**config.mk**
```make
export PLATFORM = sky130hd
export DESIGN_NAME = n_cobs_decoder_flat
export DESIGN_NICKNAME = d
export VERILOG_FILES = /design/src/rtl/n_cobs_decoder_if.sv /design/src/rtl/n_cobs_decoder.sv /design/src/flat_wrapper.sv
export SDC_FILE = /design/constraint.sdc
export NUM_CORES = 1
export LEC_CHECK = 0
export BUFFER_PORTS_ARGS = -buffer_cell sky130_fd_sc_hd__buf_2
export CORE_AREA = 3 3 71 73
export DETAILED_ROUTE_END_ITERATION = 10
export DIE_AREA = 0 0 74 76
export PLACE_DENSITY = 0.85
export SLEW_MARGIN = 5
export SYNTH_ARGS = -nofsm -noshare
export SYNTH_HDL_FRONTEND = slang
export SYNTH_SLANG_ARGS = --single-unit
```
**constraint.sdc**
```tcl
create_clock -name clk_i -period 6 [get_ports clk_i]
set_clock_uncertainty 0.05 [all_clocks]
set_input_delay 0.3 -clock clk_i [delete_from_list [all_inputs] [get_ports clk_i]]
set_output_delay 0.3 -clock clk_i [all_outputs]
set_load 0.005 [all_outputs]
```
**src/rtl/n_cobs_decoder_if.sv**
```systemverilog
// Stream bundle between the UART RX path, the COBS decoder and the dispatcher.
// The decoder sits on the slave side; the producer/consumer pair uses master.
interface n_cobs_decoder_if #(
    parameter int LenW = 9
);
    logic [7:0]      rx_data;
    logic            rx_valid;
    logic            rx_ready;
    logic [7:0]      out_data;
    logic            out_valid;
    logic            out_ready;
    logic            out_last;
    logic            out_err;
    logic            frame_done;
    logic [LenW-1:0] frame_len;

    modport slave (
        input  rx_data, rx_valid, out_ready,
        output rx_ready, out_data, out_valid, out_last, out_err,
        output frame_done, frame_len
    );

    modport master (
        output rx_data, rx_valid, out_ready,
        input  rx_ready, out_data, out_valid, out_last, out_err,
        input  frame_done, frame_len
    );
endinterface

```
**src/rtl/n_cobs_decoder.sv**
```systemverilog
// COBS stream decoder: strips code bytes, restores implicit zeros and
// closes frames on 0x00 with length, error and last-byte reporting.
module n_cobs_decoder #(
    parameter int MaxFrameLen = 256,
    parameter int LenW        = $clog2(MaxFrameLen + 1)
) (
    input  logic          clk_i,
    input  logic          reset_i,
    n_cobs_decoder_if.slave bus
);
    localparam logic [LenW-1:0] LP_MAX = LenW'(MaxFrameLen);

    typedef enum logic [1:0] {
        S_IDLE,
        S_DATA,
        S_CODE,
        S_DRAIN
    } state_t;

    state_t          r_state;
    state_t          w_state_nxt;
    logic [7:0]      r_rem;
    logic            r_pend_zero;
    logic [7:0]      r_hold;
    logic            r_hold_full;
    logic [LenW-1:0] r_count;
    logic [7:0]      r_out_data;
    logic            r_out_valid;
    logic            r_out_last;
    logic            r_out_err;
    logic            r_frame_done;
    logic [LenW-1:0] r_frame_len;

    logic            w_rx_ready;
    logic            w_accept;
    logic            w_push;
    logic [7:0]      w_push_byte;
    logic            w_load_code;
    logic            w_dec;
    logic            w_close;
    logic            w_close_err;

    assign w_rx_ready = !r_out_valid || bus.out_ready;
    assign w_accept   = bus.rx_valid && w_rx_ready;

    assign bus.rx_ready   = w_rx_ready;
    assign bus.out_data   = r_out_data;
    assign bus.out_valid  = r_out_valid;
    assign bus.out_last   = r_out_last;
    assign bus.out_err    = r_out_err;
    assign bus.frame_done = r_frame_done;
    assign bus.frame_len  = r_frame_len;

    always_ff @(posedge clk_i) begin
        if (reset_i) begin
            r_state <= S_IDLE;
        end else begin
            r_state <= w_state_nxt;
        end
    end

    always_comb begin
        w_state_nxt = r_state;
        w_push      = 1'b0;
        w_push_byte = bus.rx_data;
        w_load_code = 1'b0;
        w_dec       = 1'b0;
        w_close     = 1'b0;
        w_close_err = 1'b0;
        if (w_accept) begin
            unique case (r_state)
                S_IDLE: begin
                    if (bus.rx_data != 8'h00) begin
                        w_load_code = 1'b1;
                        w_state_nxt = (bus.rx_data > 8'd1) ? S_DATA : S_CODE;
                    end
                end
                S_DATA: begin
                    if (bus.rx_data == 8'h00) begin
                        w_close     = 1'b1;
                        w_close_err = 1'b1;
                        w_state_nxt = S_IDLE;
                    end else begin
                        w_push = 1'b1;
                        w_dec  = 1'b1;
                        if (r_rem == 8'd1) begin
                            w_state_nxt = S_CODE;
                        end
                    end
                end
                S_CODE: begin
                    if (bus.rx_data == 8'h00) begin
                        w_close     = 1'b1;
                        w_state_nxt = S_IDLE;
                    end else begin
                        w_push      = r_pend_zero;
                        w_push_byte = 8'h00;
                        w_load_code = 1'b1;
                        w_state_nxt = (bus.rx_data > 8'd1) ? S_DATA : S_CODE;
                    end
                end
                S_DRAIN: begin
                    if (bus.rx_data == 8'h00) begin
                        w_state_nxt = S_IDLE;
                    end
                end
                default: w_state_nxt = S_IDLE;
            endcase
        end
        // A push past the limit turns into an error close of what we hold.
        if (w_push && (r_count == LP_MAX)) begin
            w_push      = 1'b0;
            w_load_code = 1'b0;
            w_dec       = 1'b0;
            w_close     = 1'b1;
            w_close_err = 1'b1;
            w_state_nxt = S_DRAIN;
        end
    end

    always_ff @(posedge clk_i) begin
        if (reset_i) begin
            r_rem        <= 8'd0;
            r_pend_zero  <= 1'b0;
            r_hold       <= 8'd0;
            r_hold_full  <= 1'b0;
            r_count      <= '0;
            r_out_data   <= 8'd0;
            r_out_valid  <= 1'b0;
            r_out_last   <= 1'b0;
            r_out_err    <= 1'b0;
            r_frame_done <= 1'b0;
            r_frame_len  <= '0;
        end else begin
            r_frame_done <= 1'b0;
            if (r_out_valid && bus.out_ready) begin
                r_out_valid <= 1'b0;
            end
            if (w_push) begin
                if (r_hold_full) begin
                    r_out_data  <= r_hold;
                    r_out_valid <= 1'b1;
                    r_out_last  <= 1'b0;
                    r_out_err   <= 1'b0;
                end
                r_hold      <= w_push_byte;
                r_hold_full <= 1'b1;
                r_count     <= r_count + LenW'(1);
            end
            if (w_load_code) begin
                r_rem       <= bus.rx_data - 8'd1;
                r_pend_zero <= (bus.rx_data != 8'hFF);
            end
            if (w_dec) begin
                r_rem <= r_rem - 8'd1;
            end
            if (w_close) begin
                if (r_hold_full) begin
                    r_out_data  <= r_hold;
                    r_out_valid <= 1'b1;
                    r_out_last  <= 1'b1;
                    r_out_err   <= w_close_err;
                end
                r_hold_full  <= 1'b0;
                r_pend_zero  <= 1'b0;
                r_count      <= '0;
                r_frame_done <= 1'b1;
                r_frame_len  <= r_count;
            end
        end
    end
endmodule

```
**src/flat_wrapper.sv**
```systemverilog
// flat-port wrapper written by rule: the top's interface ports become plain ports
module n_cobs_decoder_flat 
#(
    parameter int MaxFrameLen = 256,
    parameter int LenW        = $clog2(MaxFrameLen + 1)
)
  (clk_i, reset_i, bus_rx_data, bus_rx_valid, bus_out_ready, bus_rx_ready, bus_out_data, bus_out_valid, bus_out_last, bus_out_err, bus_frame_done, bus_frame_len);
  n_cobs_decoder_if #(.LenW(LenW)) bus_i ();
  input  logic clk_i;
  input  logic reset_i;
  input wire logic [$bits(bus_i.rx_data)-1:0] bus_rx_data;
  input wire logic [$bits(bus_i.rx_valid)-1:0] bus_rx_valid;
  input wire logic [$bits(bus_i.out_ready)-1:0] bus_out_ready;
  output wire logic [$bits(bus_i.rx_ready)-1:0] bus_rx_ready;
  output wire logic [$bits(bus_i.out_data)-1:0] bus_out_data;
  output wire logic [$bits(bus_i.out_valid)-1:0] bus_out_valid;
  output wire logic [$bits(bus_i.out_last)-1:0] bus_out_last;
  output wire logic [$bits(bus_i.out_err)-1:0] bus_out_err;
  output wire logic [$bits(bus_i.frame_done)-1:0] bus_frame_done;
  output wire logic [$bits(bus_i.frame_len)-1:0] bus_frame_len;
  assign bus_i.rx_data = bus_rx_data;
  assign bus_i.rx_valid = bus_rx_valid;
  assign bus_i.out_ready = bus_out_ready;
  assign bus_rx_ready = bus_i.rx_ready;
  assign bus_out_data = bus_i.out_data;
  assign bus_out_valid = bus_i.out_valid;
  assign bus_out_last = bus_i.out_last;
  assign bus_out_err = bus_i.out_err;
  assign bus_frame_done = bus_i.frame_done;
  assign bus_frame_len = bus_i.frame_len;
  n_cobs_decoder #(.MaxFrameLen(MaxFrameLen), .LenW(LenW)) u_core (.clk_i(clk_i), .reset_i(reset_i), .bus(bus_i));
endmodule
```
==> key figures, run 1 <==
STA
  • Period minus WS final: between 2000 and 3000 ps
  • Final count of hold timing violations: 0
  • Final setup fails: 0
  • Max-slew headroom: 0.1502
  • Final Cycle Share: 0.4583
  • Setup TNS Final: 0 ps
  • Setup ws final: 3250 ps
  • RSZ-0062 raised after global routing: false
  • Worst-margin pin slew: ~1300 ps
  • Slew Limit Fails: 0
  • Max Fclk: about 360 MHz

Clock tree
  • Setup Buffers After CTS: 0
  • H-Tree Depth: 2
  • CTS Buf Count: 5
  • Clock sink count: 50
  • Clk buf depth: 2
  • Clock-pin slew on the worst setup and hold paths: ~100 ps
  • Root buffer cell: clkbuf_8
  • CTS tree: done
  • Clock insertion delay at the later pin of the skew report: between 300 and 400 ps
  • Hold buffer count at CTS: 0
  • Post-CTS Resized: 0

Worst setup path
  • Worst-path maximum fanout: 12
  • FF-to-FF path depth: 7
  • Reg-to-reg startpoint: u_core.r_state[1]$_SDFFE_PP0P_
  • Critical path data arrival time: 2900 ps
  • Crit path kind: reg -> reg
  • Startpoint types: flip-flop
  • Req. time, crit path: 6150 ps
  • Flop-to-flop setup slack: approximately 3300 ps
  • Crit end category: flip-flop
  • FF-to-FF End: u_core.bus.out_err$_SDFF_PP0_

Routing
  • DR vias/cell: 6.163
  • WL final: 6167 um
  • Total number of vias: ~2300
  • Drt wl/cell: 16.45 um
  • Antenna Nets Post-Route: 0
  • # DRC: 0
  • Initial drt markers: approximately 220
  • First-pass DRT Iterations: 7

Die
  • Initial core utilization: 0.6037
  • Die ar.: 5624 sq um
  • Num rows: 24
  • IO Pins: 34
  • Die height: 76 um
  • Core box area: about 4400 sq um
  • Die Wd: 74 um

Placed design
  • Input/output buffers: 33
  • Pre-CTS setup slack: 3283 ps
  • GPL Wtd Cong: 0.9410
  • Detailed placer's ending HPWL: 4422 um

Synthesis
  • Mapped Area: around 2700 sq um
  • Register area share after synthesis: 0.3756
  • Avg Cell Area, Syn: 9.004 sq um
  • Post-synth EDFFs: 0
  • Number of unique standard cell types used by synthesis: between 50 and 60
  • Asr flop ratio synth: 0
  • Most used DFF post-synth: dfxtp_1
  • Synthesized instance count: 296
  • Yosys reg bits: 50
  • YS warnings: 0
  • Post-Syn Nets: 320

Layout
  • Final design utilization: 0.6616
  • Final nets: approximately 350
  • Layout cell share with drive strength beyond 1: 0.1950
  • Commonest cells after routing, fill and taps aside: dfxtp_1 (50), buf_2 (33), nor2_1 (32), a21oi_1 (21)
  • Area grow syn2layout: 9.577%
  • Antenna Diode Count: 0
  • Commonest non-fill, non-tap cell in the layout: dfxtp_1

Global route
  • Initial antenna violation count: 0
  • Grt ovf: 0
  • Vias in the first global route: 2232
  • GRT Util Overall: 0.2258
  • First-pass GRT wire length: 10250 um
  • Largest net degree at the start of global routing: 37

Pwr
  • VDD IR-drop max: 138.9 uV
  • PD cells: around 240 nW/um^2
  • LEAKAGE: 0.001207 uW

Min path
  • Hold path startpoint: bus_rx_data[1]
  • Hold depth: 3
  • Hold Path End: u_core.r_hold[1]$_SDFFE_PP0N_
  • HP Class: in -> reg

Status
  • Outcome: complete, no violations

Flow run
  • Max-Cap Viols: 0
-- final cells by class --
| type | count | area, sq um |
|---|---|---|
| clock inverters | 2 | 17.52 |
| clock buffers | 6 | 82.58 |
| inverters | 18 | 67.56 |
| flip-flops and latches | 50 | 1001 |
| repair buffers | 33 | 165.2 |
| fillers | 357 | 1494 |
| well taps | 52 | 65.06 |
| multi-input cells | 214 | 1521 |
-- synthesized netlist by cell type, types with 2 or more instances --
master | n | area (sq um)
o21ai_0 | 2 | 10.01
nand3_1 | 19 | 95.09
nand2b_1 | 2 | 12.51
or3_1 | 3 | 18.77
buf_2 | 6 | 30.03
and3_1 | 4 | 25.02
nor4_1 | 3 | 18.77
nand2_1 | 19 | 71.32
xnor2_1 | 6 | 52.55
mux2_2 | 5 | 56.30
ha_1 | 12 | 150.1
o32ai_1 | 6 | 52.55
a2111oi_2 | 2 | 30.03
buf_6 | 2 | 22.52
nor3_1 | 4 | 20.02
nor2_1 | 32 | 120.1
nand3b_1 | 2 | 15.01
and2_1 | 4 | 25.02
dfxtp_1 | 50 | 1001
a22o_1 | 9 | 78.83
inv_1 | 18 | 67.56
nor4b_2 | 2 | 30.03
mux2i_1 | 9 | 90.09
a31oi_1 | 2 | 12.51
clkbuf_1 | 6 | 22.52
xor2_1 | 7 | 61.31
a21oi_1 | 21 | 105.1
nand4_1 | 9 | 56.30
-- report_power, final --
part | internal [uW] | switching (uW) | leakage, uW | total, uW
sequential | 343 | 10.5 | 0.000405 | 354
combinational | 50.4 | 78.3 | 0.000751 | 129
clock | 95.1 | 117 | 0.0000514 | 212
-- metrics by stage --
step | instance area, sq um | hold slack, ps | total power (uW) | std cells
finish | 2920 | 243.1 | 694.0 | 375
global route | 2920 | 269.3 | 727.2 | 375
CTS | 2920 | 244.5 | 693.8 | 375
detailed placement | 2820 | 401.0 | 485.6 | 367
global placement | 2820 | 395.5 | 482.3 | 367
floorplan | 2665 | 381.6 | 456.6 | 296
-- worst max-delay path, cell delays in order (launching register included) --
cell	delay [ps]
dfxtp_1	370
inv_1	100
ha_1	330
and2_1	180
nand3_1	180
nor3_1	1000
a31oi_1	250
o221a_2	190
-- routing by layer --
| layer | up-vias | global-route usage | wire [um] |
|---|---|---|---|
| met2 | 104 | 0.3821 | 3025 |
| li1 | 1110 | - | - |
| met3 | 12 | 0.04749 | 423 |
| met5 | - | 0 | 0 |
| met4 | 0 | 0.06884 | 76 |
| met1 | 1085 | 0.2817 | 2642 |
-- worst max path at each step --
stage	startpoint	depth (start not counted)	slack, ps	endpoint
after floorplan	bus_rx_data[1]	6	3900	u_core.r_state[1]$_SDFFE_PP0P_
after global placement	bus_rx_data[0]	8	3370	u_core.bus.out_err$_SDFF_PP0_
after CTS	u_core.r_state[0]$_SDFFE_PP0P_	7	3280	u_core.bus.out_err$_SDFF_PP0_
final	u_core.r_state[1]$_SDFFE_PP0P_	7	3250	u_core.bus.out_err$_SDFF_PP0_
after detailed placement	bus_rx_data[0]	8	3280	u_core.bus.out_err$_SDFF_PP0_
after global routing	u_core.r_state[0]$_SDFFE_PP0P_	7	2990	u_core.bus.out_err$_SDFF_PP0_
-- logic make-up after synthesis --
group | count (synthesis) | synth area share
xor+xnor | 13 | 0.04272
compound gates | 57 | 0.1643
fa+ha+maj | 12 | 0.05634
simple gates | 117 | 0.2484
flops | 50 | 0.3756
buf+inv | 32 | 0.05352
mux | 15 | 0.05915
No activity file was read; power rests on OpenSTA's default activity.
==> inputs of run 2 (changes only) <==
Settings changed: CORE_AREA 3 3 71 73 to 3 3 76 78, DIE_AREA 0 0 74 76 to 0 0 79 81, PLACE_DENSITY 0.85 to 0.79.
Clock period 6 ns to 2.4 ns, I/O delays scaled along.
==> run 2 against run 1 <==
Net effect: hold slack got worse by 180 ps; combinational power rose to 2.6 times the previous value; total power rose to 2.6 times the previous value; sequential power rose by 150%; die area rose by 14%; core utilization fell by 7.1 points; clock power rose to 2.8 times the previous value; non-clock buffer count rose by 11.
==> key figures, run 2 (same netlist as run 1, synthesis figures left out) <==
Flow run
  • Max-Cap Viols: 0 (unchanged)

Routing
  • Drt wl/cell: 14.83 um (-9.8%)
  • First-pass DRT Iterations: 4 (-3)
  • Antenna Nets Post-Route: 0 (unchanged)
  • DR vias/cell: 5.743 (-6.8%)
  • WL final: 5991 um (-2.9%)
  • Initial drt markers: 78 (-65%)
  • # DRC: 0 (unchanged)
  • Total number of vias: 2320 (+0.39%)

Die
  • Core box area: 5140 sq um (+16%)
  • Initial core utilization: 0.5185 (-0.08524)
  • Num rows: 26 (+8.3%)
  • Die ar.: 6399 sq um (+14%)
  • IO Pins: 34 (unchanged)
  • Die Wd: 79 um (+6.8%)
  • Die height: 81 um (+6.6%)

Min path
  • HP Class: in -> reg
  • Hold depth: 3 (unchanged)

Layout
  • Commonest cells after routing, fill and taps aside: dfxtp_1 (50), buf_2 (33), nor2_1 (32), a21oi_1 (21)
  • Area grow syn2layout: 13.90%
  • Final nets: 357 (+3.2%)
  • Final design utilization: 0.5906 (-0.07101)
  • Commonest non-fill, non-tap cell in the layout: dfxtp_1
  • Antenna Diode Count: 0 (unchanged)
  • Final-layout fill cell count: 460 (+29%)
  • Layout cell share with drive strength beyond 1: 0.2186 (+0.02352)

STA
  • Max-slew headroom: 0.7353 (+0.5851)
  • Final setup fails: 0 (unchanged)
  • Setup TNS Final: 0 ps (unchanged)
  • Worst-margin pin slew: 393.4 ps (-871.6 ps)
  • Final count of hold timing violations: 0 (unchanged)
  • Slew Limit Fails: 0 (unchanged)
  • Max Fclk: 465.3 MHz (+28%)
  • RSZ-0062 raised after global routing: false
  • Final Cycle Share: 0.8955 (+0.4372)
  • Period minus WS final: 2149 ps (-600.4 ps)

Worst setup path
  • Cell family with most CP delay: compound AO/OA/AOI/OAI gates
  • Crit path kind: reg -> reg
  • Critical path data arrival time: 2310 ps (-590 ps)
  • FF-to-FF path depth: 7 (unchanged)
  • Worst-path maximum fanout: 5 (-7)
  • Crit-path cells: inv_1 -> ha_1 -> and2_1 -> a41o_1 -> o21ai_0 -> a21oi_2 -> mux2_2
  • Startpoint types: flip-flop
  • Worst Path Buf+Inv: 1 (unchanged)
  • Crit end category: flip-flop
  • Cell count along the critical path: 7 (unchanged)
  • CP max stage delay: 390 ps (-610 ps)
  • Req. time, crit path: 2560 ps (-3590 ps)
  • CP max stage cell: dfxtp_1

Clock tree
  • CTS tree: done
  • Clock insertion delay at the later pin of the skew report: 310 ps (about the same)
  • H-Tree Depth: 2 (unchanged)
  • Root buffer cell: clkbuf_8
  • Clock-pin slew on the worst setup and hold paths: 100 ps (about the same)
  • Hold buffer count at CTS: 0 (unchanged)
  • Clk buf depth: 2 (unchanged)
  • CTS Buf Count: 5 (unchanged)
  • Clock sink count: 50 (unchanged)
  • Setup Buffers After CTS: 0 (unchanged)
  • Post-CTS Resized: 0 (unchanged)

Placed design
  • Input/output buffers: 33 (unchanged)
  • GPL Wtd Cong: 0.9505 (+1.0%)
  • Detailed placer's ending HPWL: 4413 um (-0.20%)

Global route
  • Gr busiest metal: met2
  • Vias in the first global route: 2113 (-5.3%)
  • Met3 usage: 0.03215 (-0.01534)
  • GRT Util Overall: 0.1954 (-0.03037)
  • Grt ovf: 0 (unchanged)
  • Initial antenna violation count: 0 (unchanged)
  • Largest net degree at the start of global routing: 20 (-46%)
  • GR Layer Usage met1: 0.2605 (-0.02123)
  • First-pass GRT wire length: 9977 um (-2.7%)
  • GR Util met2: 0.3232 (-0.05886)

Status
  • Outcome: complete, no violations

Pwr
  • PD cells: 600.0 nW/um^2 (+150%)
  • VDD IR-drop max: 382.8 uV (+180%)
  • LEAKAGE: 0.001260 uW (+4.4%)
-- run 2: cell count changes in the layout (fill, tap and decap cells not counted) --
cell / delta
buf_4: +11
clkinv_4: -2
bufinv_16: +1
clkbuf_1: +1
clkbuf_8: -1
clkinvlp_4: +1
-- run 2: layer usage --
layer,up-vias,routed length (um)
li1,1139,-
met1,1110,2817
met2,61,2760
met3,10,337
met4,0,76
met5,-,0
-- run 2: area by class of cell --
| type | instances | area [sq um] | area share |
|---|---|---|---|
| clock inverter | 2 | 37.54 | 0.01237 |
| multi-input combinational | 214 | 1521 | 0.5012 |
| inverter | 18 | 67.56 | 0.02226 |
| tap | 70 | 87.58 | 0.02885 |
| sequential | 50 | 1001 | 0.3298 |
| clock buffer | 6 | 72.57 | 0.02391 |
| timing repair buffer | 44 | 247.7 | 0.08162 |
-- run 2: worst min-delay path, cell delays in order --
cell and delay [ps]:
buf_2 140, nand3_1 70, a21oi_1 60
-- run 2: path summary, 6_finish.rpt --
check,from,endpoint,slack [ps]
hold / removal,bus_rx_data[3],u_core.r_hold[3]$_SDFFE_PP0N_,70
hold reg to reg,u_core.r_hold[7]$_SDFFE_PP0N_,u_core.r_hold[7]$_SDFFE_PP0N_,410
setup reg to reg,u_core.r_state[1]$_SDFFE_PP0P_,u_core.r_state[1]$_SDFFE_PP0P_,250
setup / recovery,u_core.r_state[1]$_SDFFE_PP0P_,u_core.r_state[1]$_SDFFE_PP0P_,250
-- run 2: metrics by stage --
step	hold slack [ps]	setup slack (ps)	cell area, sq um	cells	power, uW
after floorplan	221.9	357.7	2665	296	1141
after global placement	393.3	315.8	2925	396	1224
after detailed placement	398.0	262.1	2925	396	1228
after CTS	67.02	285.3	3035	404	1820
after global routing	97.07	28.21	3035	404	1892
final	67.02	250.9	3035	404	1821
-- run 2: power by group --
part | leakage (uW) | switching (uW) | internal, uW
Clock | 0.0000514 | 291 | 311
Sequential | 0.000405 | 25.3 | 858
Combinational | 0.000804 | 196 | 140
